[config.mk]
export PLATFORM = sky130hd
export DESIGN_NAME = acquisition_sequencer
export DESIGN_NICKNAME = d
export VERILOG_FILES = /design/src/rtl/acquisition_sequencer.sv
export SDC_FILE = /design/constraint.sdc
export NUM_CORES = 1
export LEC_CHECK = 0
export ABC_AREA = 1
export CAP_MARGIN = 20
export CORE_AREA = 5 5 132 134
export DETAILED_ROUTE_END_ITERATION = 16
export DIE_AREA = 0 0 137 139
export PLACE_DENSITY = 0.81
export SYNTH_ARGS = -nofsm -noshare
export SYNTH_HDL_FRONTEND = slang
export SYNTH_SLANG_ARGS = --single-unit
[constraint.sdc]
create_clock -name i_Clock -period 4.05 [get_ports i_Clock]
set_clock_uncertainty 0.15 [all_clocks]
set_input_delay 0.81 -clock i_Clock [delete_from_list [all_inputs] [get_ports i_Clock]]
set_output_delay 0.81 -clock i_Clock [all_outputs]
set_load 0.02 [all_outputs]
[src/rtl/acquisition_sequencer.sv]
// rtl/acquisition_sequencer.sv - flush / pre-fill / arm / post-capture / drain sequencer for a 4-channel sample FIFO bank
//
// Purpose: runs one acquisition through four FIFOs that share one write enable
// and one read enable. It flushes the datapath, keeps a pre-trigger window,
// waits for a trigger edge, captures the post-trigger window, and then drains
// the FIFOs as one 16-bit valid/ready stream ordered ch0..ch3 per sample.
//
// Ports:
//   i_Clock, i_Reset          clock, synchronous active-high reset
//   i_Start, i_Abort          one-cycle control pulses
//   i_Pre/Post_Trig_Samples   window lengths, latched on an accepted start
//   i_Trigger_In              trigger level; its rising edge is the trigger
//   o_Fifo_WE, o_Fifo_RE      shared FIFO write / read enables
//   o_Reset_N_Fifo/Trigger    active-low datapath resets, low during flush
//   i_Q_0..i_Q_3              FIFO read data
//   o_Out_Data/Valid/Last     output stream, i_Out_Ready is its back-pressure
//   o_Busy, o_Done, o_Cfg_Error, o_State   status

module acquisition_sequencer #(
    parameter int g_Fifo_Depth   = 1024,
    parameter int g_Count_Width  = 11,
    parameter int g_Read_Latency = 1,
    parameter int g_Flush_Cycles = 4
) (
    input  logic                     i_Clock,
    input  logic                     i_Reset,
    input  logic                     i_Start,
    input  logic                     i_Abort,
    input  logic [g_Count_Width-1:0] i_Pre_Trig_Samples,
    input  logic [g_Count_Width-1:0] i_Post_Trig_Samples,
    input  logic                     i_Trigger_In,
    output logic                     o_Fifo_WE,
    output logic                     o_Fifo_RE,
    output logic                     o_Reset_N_Fifo,
    output logic                     o_Reset_N_Trigger,
    input  logic [15:0]              i_Q_0,
    input  logic [15:0]              i_Q_1,
    input  logic [15:0]              i_Q_2,
    input  logic [15:0]              i_Q_3,
    output logic [15:0]              o_Out_Data,
    output logic                     o_Out_Valid,
    input  logic                     i_Out_Ready,
    output logic                     o_Out_Last,
    output logic                     o_Busy,
    output logic                     o_Done,
    output logic                     o_Cfg_Error,
    output logic [2:0]               o_State
);

    localparam int CW = g_Count_Width;

    localparam logic [2:0] S_IDLE     = 3'd0;
    localparam logic [2:0] S_FLUSH    = 3'd1;
    localparam logic [2:0] S_PRE_FILL = 3'd2;
    localparam logic [2:0] S_ARMED    = 3'd3;
    localparam logic [2:0] S_POST     = 3'd4;
    localparam logic [2:0] S_RD_REQ   = 3'd5;
    localparam logic [2:0] S_RD_WAIT  = 3'd6;
    localparam logic [2:0] S_SEND     = 3'd7;

    localparam logic [CW-1:0] lp_one        = CW'(1);
    localparam logic [CW-1:0] lp_flush_last = CW'(g_Flush_Cycles - 1);
    localparam logic [CW-1:0] lp_wait_last  = CW'(g_Read_Latency - 1);
    localparam logic [CW:0]   lp_depth      = (CW+1)'(g_Fifo_Depth);

    logic [2:0]    r_state;
    logic [CW-1:0] r_cnt;
    logic [CW-1:0] r_pre;
    logic [CW-1:0] r_post;
    logic [CW-1:0] r_samp;
    logic [1:0]    r_ch;
    logic          r_aborted;
    logic          r_trig_d;
    logic          r_done;
    logic          r_cfg_error;
    logic [15:0]   r_hold [0:3];

    logic [2:0]    w_next;
    logic [CW:0]   w_sum;
    logic          w_cfg_ok;
    logic          w_start_ok;
    logic          w_trig_edge;
    logic          w_abort;
    logic [CW-1:0] w_n;
    logic [CW-1:0] w_post_rem;
    logic          w_last_sample;
    logic          w_accept;
    logic          w_restart;

    // One extra bit so an oversized pair of windows cannot wrap to a legal sum.
    assign w_sum       = {1'b0, i_Pre_Trig_Samples} + {1'b0, i_Post_Trig_Samples};
    assign w_cfg_ok    = (w_sum != '0) && (w_sum <= lp_depth);
    assign w_start_ok  = (r_state == S_IDLE) && i_Start && w_cfg_ok;
    assign w_trig_edge = i_Trigger_In & ~r_trig_d;
    assign w_abort     = i_Abort && (r_state != S_IDLE);
    assign w_n         = r_pre + r_post;
    // With a pre-trigger window the trigger-cycle sample already counts as
    // the first post-trigger sample, so POST writes one fewer.
    assign w_post_rem    = ((r_pre != '0) && (r_post != '0)) ? (r_post - lp_one) : r_post;
    assign w_last_sample = (r_samp == (w_n - lp_one));
    assign w_accept      = (r_state == S_SEND) && i_Out_Ready && !w_abort;
    // An abort inside FLUSH restarts the flush, so it also clears the counter.
    assign w_restart     = (w_next != r_state) || w_abort;

    always_ff @(posedge i_Clock) begin
        if (i_Reset) begin
            r_state <= S_IDLE;
        end else begin
            r_state <= w_next;
        end
    end

    always_comb begin
        w_next = r_state;
        if (w_abort) begin
            w_next = S_FLUSH;
        end else begin
            case (r_state)
                S_IDLE:     if (w_start_ok) w_next = S_FLUSH;
                S_FLUSH: begin
                    if (r_cnt == lp_flush_last) begin
                        if (r_aborted)          w_next = S_IDLE;
                        else if (r_pre == '0)   w_next = S_ARMED;
                        else                    w_next = S_PRE_FILL;
                    end
                end
                S_PRE_FILL: if (r_cnt == (r_pre - lp_one)) w_next = S_ARMED;
                S_ARMED: begin
                    if (w_trig_edge) w_next = (w_post_rem == '0) ? S_RD_REQ : S_POST;
                end
                S_POST:     if (r_cnt == (w_post_rem - lp_one)) w_next = S_RD_REQ;
                S_RD_REQ:   w_next = S_RD_WAIT;
                S_RD_WAIT:  if (r_cnt == lp_wait_last) w_next = S_SEND;
                S_SEND: begin
                    if (w_accept && (r_ch == 2'd3)) w_next = w_last_sample ? S_IDLE : S_RD_REQ;
                end
                default:    w_next = S_IDLE;
            endcase
        end
    end

    always_ff @(posedge i_Clock) begin
        if (i_Reset) begin
            r_cnt       <= '0;
            r_pre       <= '0;
            r_post      <= '0;
            r_samp      <= '0;
            r_ch        <= 2'd0;
            r_aborted   <= 1'b0;
            r_trig_d    <= 1'b0;
            r_done      <= 1'b0;
            r_cfg_error <= 1'b0;
            for (int i = 0; i < 4; i++) r_hold[i] <= 16'd0;
        end else begin
            r_trig_d    <= i_Trigger_In;
            r_cfg_error <= (r_state == S_IDLE) && i_Start && !w_cfg_ok;
            r_done      <= w_accept && (r_ch == 2'd3) && w_last_sample;

            if (w_restart) begin
                r_cnt <= '0;
            end else if ((r_state == S_FLUSH) || (r_state == S_PRE_FILL) ||
                         (r_state == S_POST)  || (r_state == S_RD_WAIT)) begin
                r_cnt <= r_cnt + lp_one;
            end

            if (w_start_ok) begin
                r_pre  <= i_Pre_Trig_Samples;
                r_post <= i_Post_Trig_Samples;
            end

            if (w_abort) begin
                r_aborted <= 1'b1;
            end else if ((r_state == S_FLUSH) && (w_next != S_FLUSH)) begin
                r_aborted <= 1'b0;
            end

            if (r_state == S_RD_REQ) begin
                r_ch <= 2'd0;
            end else if (w_accept) begin
                r_ch <= r_ch + 2'd1;
            end

            if (w_start_ok) begin
                r_samp <= '0;
            end else if (w_accept && (r_ch == 2'd3)) begin
                r_samp <= r_samp + lp_one;
            end

            // Q_x is valid in the last RD_WAIT cycle; hold it for the whole SEND.
            if ((r_state == S_RD_WAIT) && (r_cnt == lp_wait_last)) begin
                r_hold[0] <= i_Q_0;
                r_hold[1] <= i_Q_1;
                r_hold[2] <= i_Q_2;
                r_hold[3] <= i_Q_3;
            end
        end
    end

    always_comb begin
        o_Fifo_WE   = 1'b0;
        o_Fifo_RE   = 1'b0;
        o_Out_Valid = 1'b0;
        o_Out_Last  = 1'b0;
        o_Out_Data  = 16'd0;
        case (r_state)
            S_PRE_FILL: o_Fifo_WE = 1'b1;
            S_ARMED: begin
                // Write+read keeps the FIFO at exactly Pre samples. On the
                // trigger cycle the read stops so the trigger sample is kept,
                // unless there is no post window at all.
                if (r_pre != '0) begin
                    o_Fifo_WE = !w_trig_edge || (r_post != '0);
                    o_Fifo_RE = !w_trig_edge;
                end
            end
            S_POST:     o_Fifo_WE = 1'b1;
            S_RD_REQ:   o_Fifo_RE = 1'b1;
            S_SEND: begin
                o_Out_Valid = 1'b1;
                o_Out_Last  = (r_ch == 2'd3) && w_last_sample;
                o_Out_Data  = r_hold[r_ch];
            end
            default: ;
        endcase
        if (w_abort) begin
            o_Fifo_WE   = 1'b0;
            o_Fifo_RE   = 1'b0;
            o_Out_Valid = 1'b0;
            o_Out_Last  = 1'b0;
        end
    end

    assign o_Reset_N_Fifo    = (r_state != S_FLUSH);
    assign o_Reset_N_Trigger = (r_state != S_FLUSH);
    assign o_Busy            = (r_state != S_IDLE);
    assign o_Done            = r_done;
    assign o_Cfg_Error       = r_cfg_error;
    assign o_State           = r_state;

endmodule

==> impl_metrics.json <==
{
  "r2r_cells": 23,
  "power_frac_comb": 0.334,
  "clk-insertion-delay-late_ps": 420,
  "cts_setup_buffers": 0,
  "overflow": 0,
  "drc": 0,
  "grt_usage": 0.2270,
  "seq_power_share": 0.316,
  "cts_root_buf": "clkbuf_16",
  "drtAntennaViolNets": 0,
  "die-area_mm2": 0.01904,
  "syn_area_per_cell_um2": 7.219,
  "relSlewSlack": 0.4671,
  "clockBufferDepth": 2,
  "rsz0062_at_grt": "false",
  "period_minus_slack_ps": 3874,
  "core_area_mm2": 0.01617,
  "startpoint_type": "register",
  "status": "complete, no violations",
  "worstMarginPinSlew_ps": 792.0,
  "initial_core_util": 0.4879,
  "ys_ff_latch": 119,
  "netlist_area_mm2": 0.007890,
  "cts_resized": 4,
  "final_common_cell": "nor2_1",
  "cts.sinks": 119,
  "yosysUniqueCellTypes": 43,
  "hold_violations": 0,
  "place.gp.congestion": 0.9261,
  "dp_slack_ps": -38.68,
  "clk_pin_slew_ps": 60,
  "clockPowerShare": 0.350,
  "drive_above_1_share": 0.09362,
  "grt_max_degree": 65,
  "cts_hold_buf": 0,
  "critical-path-top-delay-family": "adder cells",
  "post_dp_cell_area_mm2": 0.009448,
  "nets": 1357,
  "setup_viol": 0,
  "via_per_inst": 5.104,
  "arrival_ps": 2910,
  "min_path_type": "reg2reg",
  "place_hpwl_um": 16250,
  "whs_path_depth": 2,
  "path_buf_inv": 4,
  "path_common_cell": "inv_1",
  "period_share": 0.9566,
  "design_area_mm2": 0.01003,
  "power_density_mw_per_mm2": 424.6,
  "area_growth_pct": 27.16,
  "grt_pass1_vias": 7018,
  "max_freq_mhz": 258.1,
  "critPathSlowestCell": "fa_1",
  "grt_pass1_wl_um": 34330,
  "dr.pass1.iters": 7,
  "first_iter_violations": 635,
  "die_h_um": 139,
  "synth_nets": 1224,
  "tritoncts": "built",
  "yosysWarningCount": 0,
  "setup_ws_ps": 175.7,
  "cp.depth": 14,
  "htreeDepth": 4,
  "p_int_mw": 2.743,
  "slew_violations": 0,
  "yosysSeqAreaShare": 0.3831,
  "max_stage_delay_ps": 410,
  "numPortBuffers": 119,
  "max-vdd-ir-drop_mv": 0.3005,
  "io_pins": 120,
  "fp.dieW_um": 137,
  "leakage_nw": 4.489,
  "vias": 7447,
  "cp_max_fo": 3,
  "wire_per_inst_um": 14.67,
  "crit_path_end_kind": "output port",
  "crit_type": "reg2out",
  "cts_buffers": 17,
  "antennaDiodeCount": 0,
  "crit_path_cell_trace": "inv_1 -> ha_1 -> inv_1 -> ha_1 -> inv_1 -> fa_1 -> xor2_1 -> or2_2 -> nand3_1 -> nor2_1 -> o211ai_1 -> nor2_1 -> and3_1 -> buf_4",
  "switching_share": 0.3561,
  "syn_inst": 1093,
  "cap_violations": 0,
  "antenna_found_initial": 0,
  "core.rowCount": 47,
  "required_ps": 3090,
  "switching_power_mw": 1.517,
  "layout_common_cells": "205 x nor2_1, 173 x nand2_1, 168 x inv_1",
  "wl_um": 21400
}
[worst min-delay path, cell delays in order, from the launching register on]
cell and delay, ps:
dfxtp_1 310, nand2_1 60, a21oi_1 50
[stage by stage]
step	utilization	setup TNS, ps	total power, mW	cells	hold slack (ps)
finish	0.6204	0	4.261	1459	316.2
global route	0.6204	0	4.506	1459	358.9
CTS	0.6201	0	4.251	1459	319.9
detailed placement	0.5842	-38.68	2.761	1427	311.6
global placement	0.5842	0	2.741	1427	306.5
floorplan	-	0	2.402	1093	289.5
[path summary, 6_finish.rpt]
check / from / endpoint / slack, ps
hold / removal: r_aborted / r_aborted / 320
hold reg to reg: r_aborted / r_aborted / 320
setup reg to reg: r_pre[1] / r_cnt[0] / 380
setup / recovery: r_pre[1] / o_Out_Last / 180
[metal layers]
metal  track usage  up-vias  routed length [um]
met1        0.2864     3345                8799
met2        0.3659      276               10140
met5             0        -                   0
li1              -     3764                   -
met4        0.1150        0                 913
met3       0.04644       62                1549
[Yosys cell counts, drive strengths merged]
master	count	share of area
xnor2	16	0.018
and3	1	0.00079
o221ai	1	0.0011
o2111ai	1	0.0011
fa	2	0.0051
nand4	12	0.0095
xor2	32	0.036
o21ai	68	0.044
a31oi	2	0.0016
o21a	4	0.0038
edfxtp	64	0.24
a21o	2	0.0019
or2	4	0.0032
o211ai	6	0.0057
o22ai	1	0.00079
nor2	224	0.11
nand2	191	0.099
nor3	20	0.015
nand3	69	0.046
nor4	2	0.0016
inv	174	0.083
a21oi	69	0.045
clkbuf	23	0.011
ha	37	0.059
a211oi	2	0.0019
clkinv	2	0.00095
buf	7	0.0070
dfxtp	55	0.14
nand3b	2	0.0019
[sequential cells by signal, indices dropped and copies added (netlist names), named ones only]
register	cells
r_hold	64
r_cnt	11
r_post	11
r_pre	11
r_samp	11
o_State	3
r_ch	2
o_Cfg_Error	1
o_Done	1
r_aborted	1
r_trig_d	1
[logic make-up after synthesis]
| logic type | count (synthesis) | share of synthesized area |
|---|---|---|
| AOI/OAI and AO/OA | 156 | 0.1062 |
| xor gates and xnor gates | 48 | 0.05328 |
| adders and majority gates | 39 | 0.06375 |
| buffers and inverters | 206 | 0.1016 |
| DFF | 119 | 0.3831 |
| and+or+nand+nor | 525 | 0.2919 |
[final cells by class]
cell class	instances	area [um^2]
Clock buffer	17	425.4
Fill cell	1357	6138
Sequential cell	119	3023
Tap cell	220	275.3
Timing Repair Buffer	144	1414
Inverter	176	660.6
Multi-Input combinational cell	768	4081
Clock inverter	15	153.9
[power by group through the flow]
stage | logic [mW] | registers, mW | clock network, mW
6_report | 1.42 | 1.35 | 1.49
5_1_grt | 1.59 | 1.35 | 1.56
4_1_cts | 1.40 | 1.35 | 1.50
3_5_place_dp | 1.39 | 1.37 | 0
3_3_place_gp | 1.37 | 1.37 | 0
2_1_floorplan | 1.03 | 1.37 | 0
No activity file was read; power rests on OpenSTA's default activity.
